[src/rtl/eject_fifo_pkg.sv]
// Shared flit definitions: field layout and local destination codes for the
// arbiter and the eject FIFO.
package eject_fifo_pkg;

  localparam int unsigned FLIT_W    = 10;
  localparam int unsigned VALID_BIT = 9;
  localparam int unsigned DEST_HI   = 8;
  localparam int unsigned DEST_LO   = 6;
  localparam int unsigned DEST_W    = DEST_HI - DEST_LO + 1;
  localparam int unsigned OUT_W     = FLIT_W - 1;

  localparam logic [DEST_W-1:0] DEST_LOCAL0 = 3'b000;
  localparam logic [DEST_W-1:0] DEST_LOCAL1 = 3'b001;

  function automatic logic is_local(input logic valid, input logic [DEST_W-1:0] dest);
    return valid && ((dest == DEST_LOCAL0) || (dest == DEST_LOCAL1));
  endfunction

endpackage

[src/rtl/eject_fifo_sat_counter.sv]
// Saturating up-counter: increments on inc and sticks at all-ones.
module sat_counter #(
  parameter int unsigned WIDTH = 8
) (
  input  logic             clk,
  input  logic             rst,
  input  logic             inc,
  output logic [WIDTH-1:0] value
);

  logic [WIDTH-1:0] value_q;
  logic [WIDTH-1:0] value_d;

  always_comb begin
    value_d = value_q;
    if (inc && !(&value_q)) begin
      value_d = value_q + WIDTH'(1);
    end
  end

  always_ff @(posedge clk or posedge rst) begin
    if (rst) begin
      value_q <= '0;
    end else begin
      value_q <= value_d;
    end
  end

  assign value = value_q;

endmodule

[src/rtl/eject_fifo.sv]
// Eject FIFO: buffers local-destination flits for the core, first-word-fall-through,
// counting flits dropped while full.
module eject_fifo
  import eject_fifo_pkg::*;
#(
  parameter int unsigned DEPTH  = 4,
  parameter int unsigned DROP_W = 8
) (
  input  logic                     clk,
  input  logic                     rst,
  input  logic [FLIT_W-1:0]        in_flit,
  output logic [OUT_W-1:0]         out_flit,
  output logic                     out_valid,
  input  logic                     out_ready,
  output logic                     full,
  output logic                     almost_full,
  output logic [$clog2(DEPTH):0]   count,
  output logic [DROP_W-1:0]        drop_cnt
);

  localparam int unsigned PtrW = $clog2(DEPTH);
  localparam int unsigned CntW = PtrW + 1;
  localparam logic [CntW-1:0] DepthC = CntW'(DEPTH);

  logic [OUT_W-1:0] mem_q [DEPTH];
  logic [PtrW-1:0]  rd_ptr_q, rd_ptr_d;
  logic [PtrW-1:0]  wr_ptr_q, wr_ptr_d;
  logic [CntW-1:0]  count_q, count_d;

  logic flit_local;
  logic push;
  logic pop;
  logic drop;

  assign flit_local = is_local(in_flit[VALID_BIT], in_flit[DEST_HI:DEST_LO]);
  assign out_valid  = (count_q != '0);
  assign pop        = out_valid && out_ready;
  // When full, a same-cycle pop frees the slot the write pointer already points at.
  assign push       = flit_local && ((count_q < DepthC) || pop);
  assign drop       = flit_local && !push;

  always_comb begin
    rd_ptr_d = rd_ptr_q;
    wr_ptr_d = wr_ptr_q;
    count_d  = count_q + CntW'(push) - CntW'(pop);
    if (pop) begin
      rd_ptr_d = rd_ptr_q + PtrW'(1);
    end
    if (push) begin
      wr_ptr_d = wr_ptr_q + PtrW'(1);
    end
  end

  always_ff @(posedge clk or posedge rst) begin
    if (rst) begin
      rd_ptr_q <= '0;
      wr_ptr_q <= '0;
      count_q  <= '0;
      for (int i = 0; i < int'(DEPTH); i++) begin
        mem_q[i] <= '0;
      end
    end else begin
      rd_ptr_q <= rd_ptr_d;
      wr_ptr_q <= wr_ptr_d;
      count_q  <= count_d;
      if (push) begin
        mem_q[wr_ptr_q] <= in_flit[OUT_W-1:0];
      end
    end
  end

  sat_counter #(
    .WIDTH (DROP_W)
  ) u_drop_cnt (
    .clk   (clk),
    .rst   (rst),
    .inc   (drop),
    .value (drop_cnt)
  );

  assign out_flit    = mem_q[rd_ptr_q];
  assign count       = count_q;
  assign full        = (count_q == DepthC);
  assign almost_full = (count_q >= DepthC - CntW'(1));

endmodule

[config.mk]
export PLATFORM = sky130hd
export DESIGN_NAME = eject_fifo
export DESIGN_NICKNAME = d
export VERILOG_FILES = /design/src/rtl/eject_fifo_pkg.sv /design/src/rtl/eject_fifo_sat_counter.sv /design/src/rtl/eject_fifo.sv
export SDC_FILE = /design/constraint.sdc
export NUM_CORES = 1
export LEC_CHECK = 0
export CAP_MARGIN = 20
export CELL_PAD_IN_SITES_DETAIL_PLACEMENT = 1
export CELL_PAD_IN_SITES_GLOBAL_PLACEMENT = 1
export CORE_MARGIN = 2
export CORE_UTILIZATION = 44
export DETAILED_ROUTE_END_ITERATION = 10
export PLACE_DENSITY = 0.88
export SLEW_MARGIN = 15
export SYNTH_ARGS = -nofsm -noshare
export SYNTH_HDL_FRONTEND = slang
export SYNTH_SLANG_ARGS = --single-unit
[constraint.sdc]
create_clock -name clk -period 2.54 [get_ports clk]
set_input_delay 0.381 -clock clk [delete_from_list [all_inputs] [get_ports clk]]
set_output_delay 0.381 -clock clk [all_outputs]
set_load 0.05 [all_outputs]
## Word level (Yosys, flattened, before mapping)

Cells that the tools add are included.

| storage, ports and cells | value |
|---|---|
| flip-flop bits (word level) | 51 |
| latch bits | 0 |
| RAM bits | 0 |
| ROM bits | 0 |
| bits of input ports | 13 |
| output and inout port bits | 23 |
| word-level logic and storage cells | 41 |
| memories kept | 0 |

| operators by class | value |
|---|---|
| add/sub/neg operators | 5 |
| multipliers | 0 |
| div/mod/pow operators | 0 |
| magnitude comparators | 5 |
| eq/ne operators | 2 |
| shifts and indexed selects | 0 |
| multiplexer cells | 6 |
| bitwise operators | 2 |
| reductions and logical operators | 13 |

Operators with widths:

| cell | count |
|---|---|
| $bwmux W36 | 1 |
| $mux W9 | 3 |
| $bmux W9 S2 | 1 |
| $demux W9 S2 | 1 |
| $add A8 B1 Y8 const B | 1 |
| $reduce_and A8 Y1 | 1 |
| $ge A3 B3 Y1 const B | 2 |
| $logic_and A1 B1 Y1 | 6 |
| $not A2 Y3 | 2 |
| $add A2 B1 Y2 const B | 2 |
| $add A3 B1 Y3 | 1 |
| $eq A3 B1 Y1 const B | 1 |
| $eq A3 B3 Y1 const B | 1 |
| $ge A3 B2 Y1 const B | 1 |
| $logic_not A3 Y1 | 1 |
| $lt A3 B1 Y1 const B | 1 |
| $lt A3 B3 Y1 const B | 1 |
| $reduce_bool A3 Y1 | 1 |
| $sub A3 B1 Y3 | 1 |
| $logic_not A1 Y1 | 2 |
| $logic_or A1 B1 Y1 | 2 |

## Depth between registers and ports, before layout

Gate-level depths: netlist of run 1.

| logic depth | value |
|---|---|
| depth after elaboration | 7 |
| depth in mapped cells | 9 |
| gate-level depth less buffers | 8 |

## Hierarchy

Synthesis of run 1 repeated with hierarchy kept, for this count alone.

| second synthesis, totals | value |
|---|---|
| cell total of the unflattened synthesis | 160 |
| area total of the unflattened synthesis | 2368.5 µm² |

Modules (own cells, without submodules):

| module | times used | cells an instance | area an instance (µm²) | sequential area each (µm²) |
|---|---|---|---|---|
| eject_fifo | 1 | 125 | 1950.6 | 1076.0 |
| sat_counter | 1 | 35 | 417.9 | 200.2 |

## Least setup slack after synthesis of run 1

Ideal clock, no wire load.

| timing path | value |
|---|---|
| path kind | register -> register |
| start point | register count_q[2], in the netlist count[2] |
| end point | register count_q[2], in the netlist count[2] |
| setup time | 122 ps |
| arrival | 2515 ps |
| required time | 2418 ps |
| setup slack | -97 ps |
| cell stages (with the launch flop) | 8 |
| path buffers | 0 |
| clock period less this slack | 2637 ps |
| path through | dfrtp_1 or3_1 and2_1 ha_1 inv_1 ha_1 fa_1 xor2_1 |

| between the ends | value |
|---|---|
| longest elaborated chain between the ends | 6 |
| elaborated cells on any way between the ends | 7 |
| classes of those cells | add/sub (2); order compare (1); reduce/logical (4) |

Ends and longest elaborated chain:

| what | line | text |
|---|---|---|
| start, declared | eject_fifo.sv:28 | `logic [CntW-1:0] count_q, count_d;` |
| start signal, assigned | eject_fifo.sv:65 | `count_q <= count_d;` |
| $reduce_bool A3 Y1 * | eject_fifo.sv:36 | `assign out_valid = (count_q != '0);` |
| via out_valid | eject_fifo.sv:13 | `output logic out_valid,` |
| $logic_and A1 B1 Y1 * | eject_fifo.sv:37 | `assign pop = out_valid && out_ready;` |
| via pop | eject_fifo.sv:32 | `logic pop;` |
| $logic_or A1 B1 Y1 | eject_fifo.sv:39 | `assign push = flit_local && ((count_q < DepthC) \|\| pop);` |
| $logic_and A1 B1 Y1 | eject_fifo.sv:39 |  |
| $add A3 B1 Y3 | eject_fifo.sv:45 | `count_d = count_q + CntW'(push) - CntW'(pop);` |
| $sub A3 B1 Y3 * | eject_fifo.sv:45 |  |
| via count_d[2] | eject_fifo.sv:28 |  |

The timed path passes the listed nets; every way through them passes the cells marked *.
A chain may end at the register's enable or synchronous reset.

## Worst setup path after layout of run 1

| timing path | value |
|---|---|
| start point | register count_q[2], in the netlist count[2] |
| end point | output almost_full |

| between the ends | value |
|---|---|
| longest elaborated chain between the ends | 1 |

Ends and longest elaborated chain:

| what | line | text |
|---|---|---|
| $ge A3 B2 Y1 | eject_fifo.sv:84 | `assign almost_full = (count_q >= DepthC - CntW'(1));` |
| end, declared | eject_fifo.sv:16 | `output logic almost_full,` |

No other way between the ends.

==> flow_summary.yaml, run 1 <==
critical_path:
  critPathLaunchType: "register"
  crit_chain: "inv_2, ha_1, o21ai_0, nand2_1, clkdlybuf4s50_1"
  critical_path_class: "register to primary output"
  r2r_slack_ns: 0.37
  r2r_start: "count[2]"
  crit_slowest_cell: "clkdlybuf4s50_1"
  crit_family: "buffers and inverters"
  critical_path_arrival_ns: 1.94
  critPathMaxStageDelay_ns: 0.80
  crit_path_end_kind: "primary output"
  cp.depth: 5
  r2r_end: "count[2]"
  reg2regPathDepth: 7
  cp_max_fo: 4
  path_buf_inv: 2
  critical_path_required_ns: 2.16
final_layout:
  nFillCells: 493
  ff_latch_area_um2: 1280
  finalNetCount: 224
  multi_input_area_um2: 1060
  final_common_cell: "dfrtp_1"
  layout_common_cells: "dfrtp_1 (51), mux2_2 (26), clkdlybuf4s50_1 (26)"
  diodes: 0
  utilization_pct: 56.2
  synthToLayoutAreaGrowth_pct: 21.5
  drive_above_1_share_pct: 34.5
timing:
  setup_tns_ns: 0
  relSlewSlack_pct: 64.9
  fin_crit_sh_pct: 91.4
  slew_violations: 0
  hold_violations: 0
  setup_slack_ns: 0.218
  finalSetupViolations: 0
  max_slew.worst_pin.slew_ns: 0.526
  fin_skew_ns: 0.00172
  rsz0062_at_grt: "no"
  min_period_ns: 2.32
  max_freq_ghz: 0.431
floorplanning:
  rows: 26
  fp.coreArea_um2: 5170
  initial_core_util_pct: 46.3
  dieArea_um2: 6040
  dieWidth_um: 77.7
  ios: 36
  dieHeight_um: 77.7
global_routing:
  grt_pass1_vias: 1616
  grt_max_degree: 25
  antenna_found_initial: 0
  groute.usage.overall_pct: 17.0
  grt_pass1_wl_um: 7880
  grt_overflow_total: 0
detailed_routing:
  wl_per_cell_um: 17.1
  vias: 1418
  routed_wl_um: 4660
  drtPass1Iterations: 4
  viasPerCell: 5.19
  dr.first_iter.drc_count: 45
  ant_nets: 0
  drc: 0
place:
  place_congestion: 0.749
  io_buffer_count: 35
  hpwl_um: 3470
  pre_cts_slack_ns: 0.205
clocking:
  cts_sinks: 51
  post_cts_buffers: 0
  cts.clk_slew.worst_paths_ns: 0.08
  cts_buffer_depth: 2
  clock_tree.root_cell: "clkbuf_8"
  tritoncts: "done"
  holdBufCountCts: 0
  clk_latency_ns: 0.30
  cts_made_buffers: 5
  cts_htree_levels: 2
  cts_resized: 0
yosys:
  synth-seq-cells: 51
  synthCells: 159
  syn-num-nets: 181
  synth_cell_type_count: 30
  syn_area_per_cell_um2: 15.0
  syn_area_um2: 2390
  yosys_warnings: 0
  yosysSeqAreaShare_pct: 53.3
hold_path:
  hold_class: "input pin to async pin"
power:
  power_leakage_nw: 1.32
  finalPower_mw: 3.64
  ir_worst_vdd_mv: 0.681
  p_per_area_nw_per_um2: 1250
run:
  drv_cap: 0
status:
  status: "finished, final reports clean"
==> worst reg2reg max path, stage by stage, from the launching register on <==
cell	delay, ns
dfrtp_1	0.43
or3_4	0.40
and2_1	0.20
ha_1	0.28
inv_1	0.04
ha_1	0.18
fa_1	0.37
xor2_1	0.16
==> cells in the mapped netlist, drive strengths merged <==
| master | n | area share, % |
|---|---|---|
| dfrtp | 51 | 53 |
| mux2 | 30 | 15 |
| and2 | 9 | 2.5 |
| mux4 | 9 | 8.5 |
| ha | 8 | 4.2 |
| inv | 8 | 1.3 |
| nand2 | 8 | 4.0 |
| xor2 | 7 | 2.6 |
| nand3 | 4 | 0.84 |
| nor3 | 4 | 0.84 |
| buf | 3 | 1.3 |
| nor2 | 3 | 0.68 |
| o21ai | 3 | 0.63 |
| nor4 | 2 | 0.78 |
| or3 | 2 | 0.52 |
| xnor2 | 2 | 0.73 |
| fa | 1 | 0.84 |
| mux2i | 1 | 0.42 |
| nand4 | 1 | 0.26 |
| nand4b | 1 | 0.63 |
| nor3b | 1 | 0.31 |
| o211a | 1 | 0.42 |
==> registers in the layout (all words and copies together), names as in the netlist <==
signal and count:
wr_ptr_q 2, u_drop_cnt.value 8, mem_q 36, rd_ptr_q 2
count 3
==> power by group <==
part | leakage, nW | switching [mW] | internal (mW)
sequential | 0.651 | 0.249 | 1.11
clock | 0.0422 | 0.251 | 0.194
combinational | 0.629 | 1.04 | 0.790
==> per-stage QoR <==
step	area, µm²	hold slack, ns	std cells
final	2910	0.419	273
after global routing	2910	0.479	273
after CTS	2910	0.433	273
after detailed placement	2830	0.470	265
after global placement	2830	0.463	265
after floorplan	2400	0.448	159
==> layer usage <==
layer,wire (µm),up-vias,global-route usage [%]
met4,49,0,5.36
met5,0,-,0
met1,2010,726,20.6
li1,-,650,-
met3,198,5,3.02
met2,2400,37,30.5
==> cell families after synthesis <==
group	count (synthesis)	share of synthesized area, %
adder cells (fa/ha/maj)	9	5.02
buffers and inverters	11	2.51
multiplexers	40	23.5
XOR/XNOR	9	3.30
AND/OR/NAND/NOR	35	11.3
flip-flops	51	53.3
AO/OA/AOI/OAI	4	1.05
==> final cells by class <==
| type | count | share of cell area, % |
|---|---|---|
| sequential | 51 | 43.9 |
| multi-input combinational | 97 | 36.5 |
| timing repair buffer | 39 | 12.7 |
| tap | 70 | 3.01 |
| clock buffer | 7 | 2.63 |
| inverter | 8 | 1.03 |
| clock inverter | 1 | 0.172 |
==> worst max path at each step <==
stage                          start          end  slack [ns]
final                       count[2]  almost_full        0.22
after global routing        count[2]  almost_full        0.12
after CTS                   count[2]  almost_full        0.20
after detailed placement  in_flit[7]     count[2]        0.20
after global placement    in_flit[7]     count[2]        0.29
after floorplan             count[2]     count[2]        0.08
Power figures use the tool's default switching activity.
==> inputs of run 2 (changes only) <==
CAP_MARGIN = unset   (was 20)
==> results of run 2 <==
No change in the layout: final DEF, timing and power equal those of run 1.
==> inputs of run 3 (changes only) <==
CORE_ASPECT_RATIO = 1.25   (was unset)
CTS_CLUSTER_SIZE = 10   (was unset)
==> run 3 against run 2 <==
  * Hold slack improved by 0.014 ns
  * Power decreased by 0.69%
  * Final cell count decreased by 2.6%
  * Die area about the same
  * Sequential cell count unchanged
  * Largest power group unchanged
==> flow_summary.yaml, run 3 (synthesized netlist as in run 1, its figures left out) <==
detailed_routing:
  drtPass1Iterations: 2
  dr.first_iter.drc_count: 21
  routed_wl_um: 4430
  vias: 1401
  viasPerCell: 5.27
  drc: 0
  wl_per_cell_um: 16.6
  ant_nets: 0
run:
  drv_cap: 0
floorplanning:
  rows: 30
  initial_core_util_pct: 44.9
  ios: 36
  fp.coreArea_um2: 5330
  dieHeight_um: 86.4
  dieArea_um2: 6050
  dieWidth_um: 70.0
final_layout:
  multi_input_area_um2: 1060
  drive_above_1_share_pct: 35.1
  diodes: 0
  layout_common_cells: "dfrtp_1 (51), mux2_2 (26), clkdlybuf4s50_1 (26)"
  finalNetCount: 223
  synthToLayoutAreaGrowth_pct: 21.2
  nFillCells: 535
  top_register: "mem_q"
  stdcell_count: 266
  ff_latch_area_um2: 1280
  final_common_cell: "dfrtp_1"
  largest_reg_flops: 36
critical_path:
  cp_max_fo: 4
  critical_path_class: "register to primary output"
  critical_path_required_ns: 2.16
  critical_path_arrival_ns: 1.97
  critPathLaunchType: "register"
  crit_path_end_kind: "primary output"
timing:
  fin_skew_ns: 0.00860
  setup_slack_ns: 0.186
  slew_violations: 0
  rsz0062_at_grt: "no"
  max_slew.worst_pin.slew_ns: 0.514
  finalSetupViolations: 0
  fin_crit_sh_pct: 92.7
  min_period_ns: 2.35
  max_freq_ghz: 0.425
  hold_violations: 0
  holdWs_ns: 0.433
  relSlewSlack_pct: 65.6
  setup_tns_ns: 0
global_routing:
  groute.usage.overall_pct: 16.0
  antenna_found_initial: 0
  grt_pass1_vias: 1560
  grt_pass1_wl_um: 7590
  grt_max_degree: 52
  grt_overflow_total: 0
clocking:
  cts_buffer_depth: 2
  cts_made_buffers: 5
  clock_tree.root_cell: "clkbuf_8"
  cts.clk_slew.worst_paths_ns: 0.09
  clk_latency_ns: 0.31
  post_cts_buffers: 0
  tritoncts: "done"
  cts_htree_levels: 2
  cts_sinks: 51
  cts_resized: 0
  holdBufCountCts: 0
power:
  power_leakage_nw: 1.32
  ir_worst_vdd_mv: 0.718
  finalPower_mw: 3.61
  p_per_area_nw_per_um2: 1250
hold_path:
  hold_class: "input pin to async pin"
place:
  place_congestion: 0.696
  io_buffer_count: 35
  hpwl_um: 3190
  dp_cells: 258
  pre_cts_slack_ns: 0.244
status:
  status: "finished, final reports clean"
==> run 3: cell count changes in the layout (fill, tap and decap cells not counted) <==
cell,delta
clkbuf_1,-2
clkinvlp_4,+2
buf_4,-1
==> run 3: cell type report <==
class	count	share of cell area (%)
repair buffers	38	12.5
clock inverters	3	0.691
inverters	8	1.04
well taps	64	2.76
flip-flops and latches	51	44.0
clock buffers	5	2.37
multi-input cells	97	36.6
==> run 3: worst paths after layout <==
path	from	to	slack, ns	depth (start not counted)
setup reg to reg	count[2]	count[2]	0.38	7
hold / removal	rst	u_drop_cnt.value[7]	0.43	3
hold reg to reg	mem_q[17]	mem_q[17]	0.49	1
setup / recovery	count[2]	almost_full	0.19	5
max in group asynchronous	rst	mem_q[7]	1.88	3
min in group clk	mem_q[17]	mem_q[17]	0.49	1
==> run 3: worst max-delay path, stage by stage (launching register included) <==
cell             delay [ns]
dfrtp_1                0.44
inv_2                  0.11
ha_1                   0.14
o21ai_0                0.09
nand2_1                0.08
clkdlybuf4s50_1        0.80
==> run 3: power by group <==
part | internal, mW | switching [mW]
logic | 0.772 | 1.04
registers | 1.11 | 0.230
clock network | 0.192 | 0.267
==> run 3: metrics by stage <==
step | util, % | cell area, µm²
final | 54.4 | 2900
after global routing | 54.4 | 2900
after CTS | 54.4 | 2900
after detailed placement | 52.7 | 2810
after global placement | 52.7 | 2810
after floorplan | - | 2400
==> run 3: metal layers <==
metal  part of all wire, %  global-route usage (%)  up-vias  routed length, µm
met1                    44                    19.9      715               1960
met5                     0                       0        -                  0
met2                    49                    27.7       37               2170
li1                      -                       -      642                  -
met4                   1.3                    4.72        0                 58
met3                   5.4                    4.19        7                237
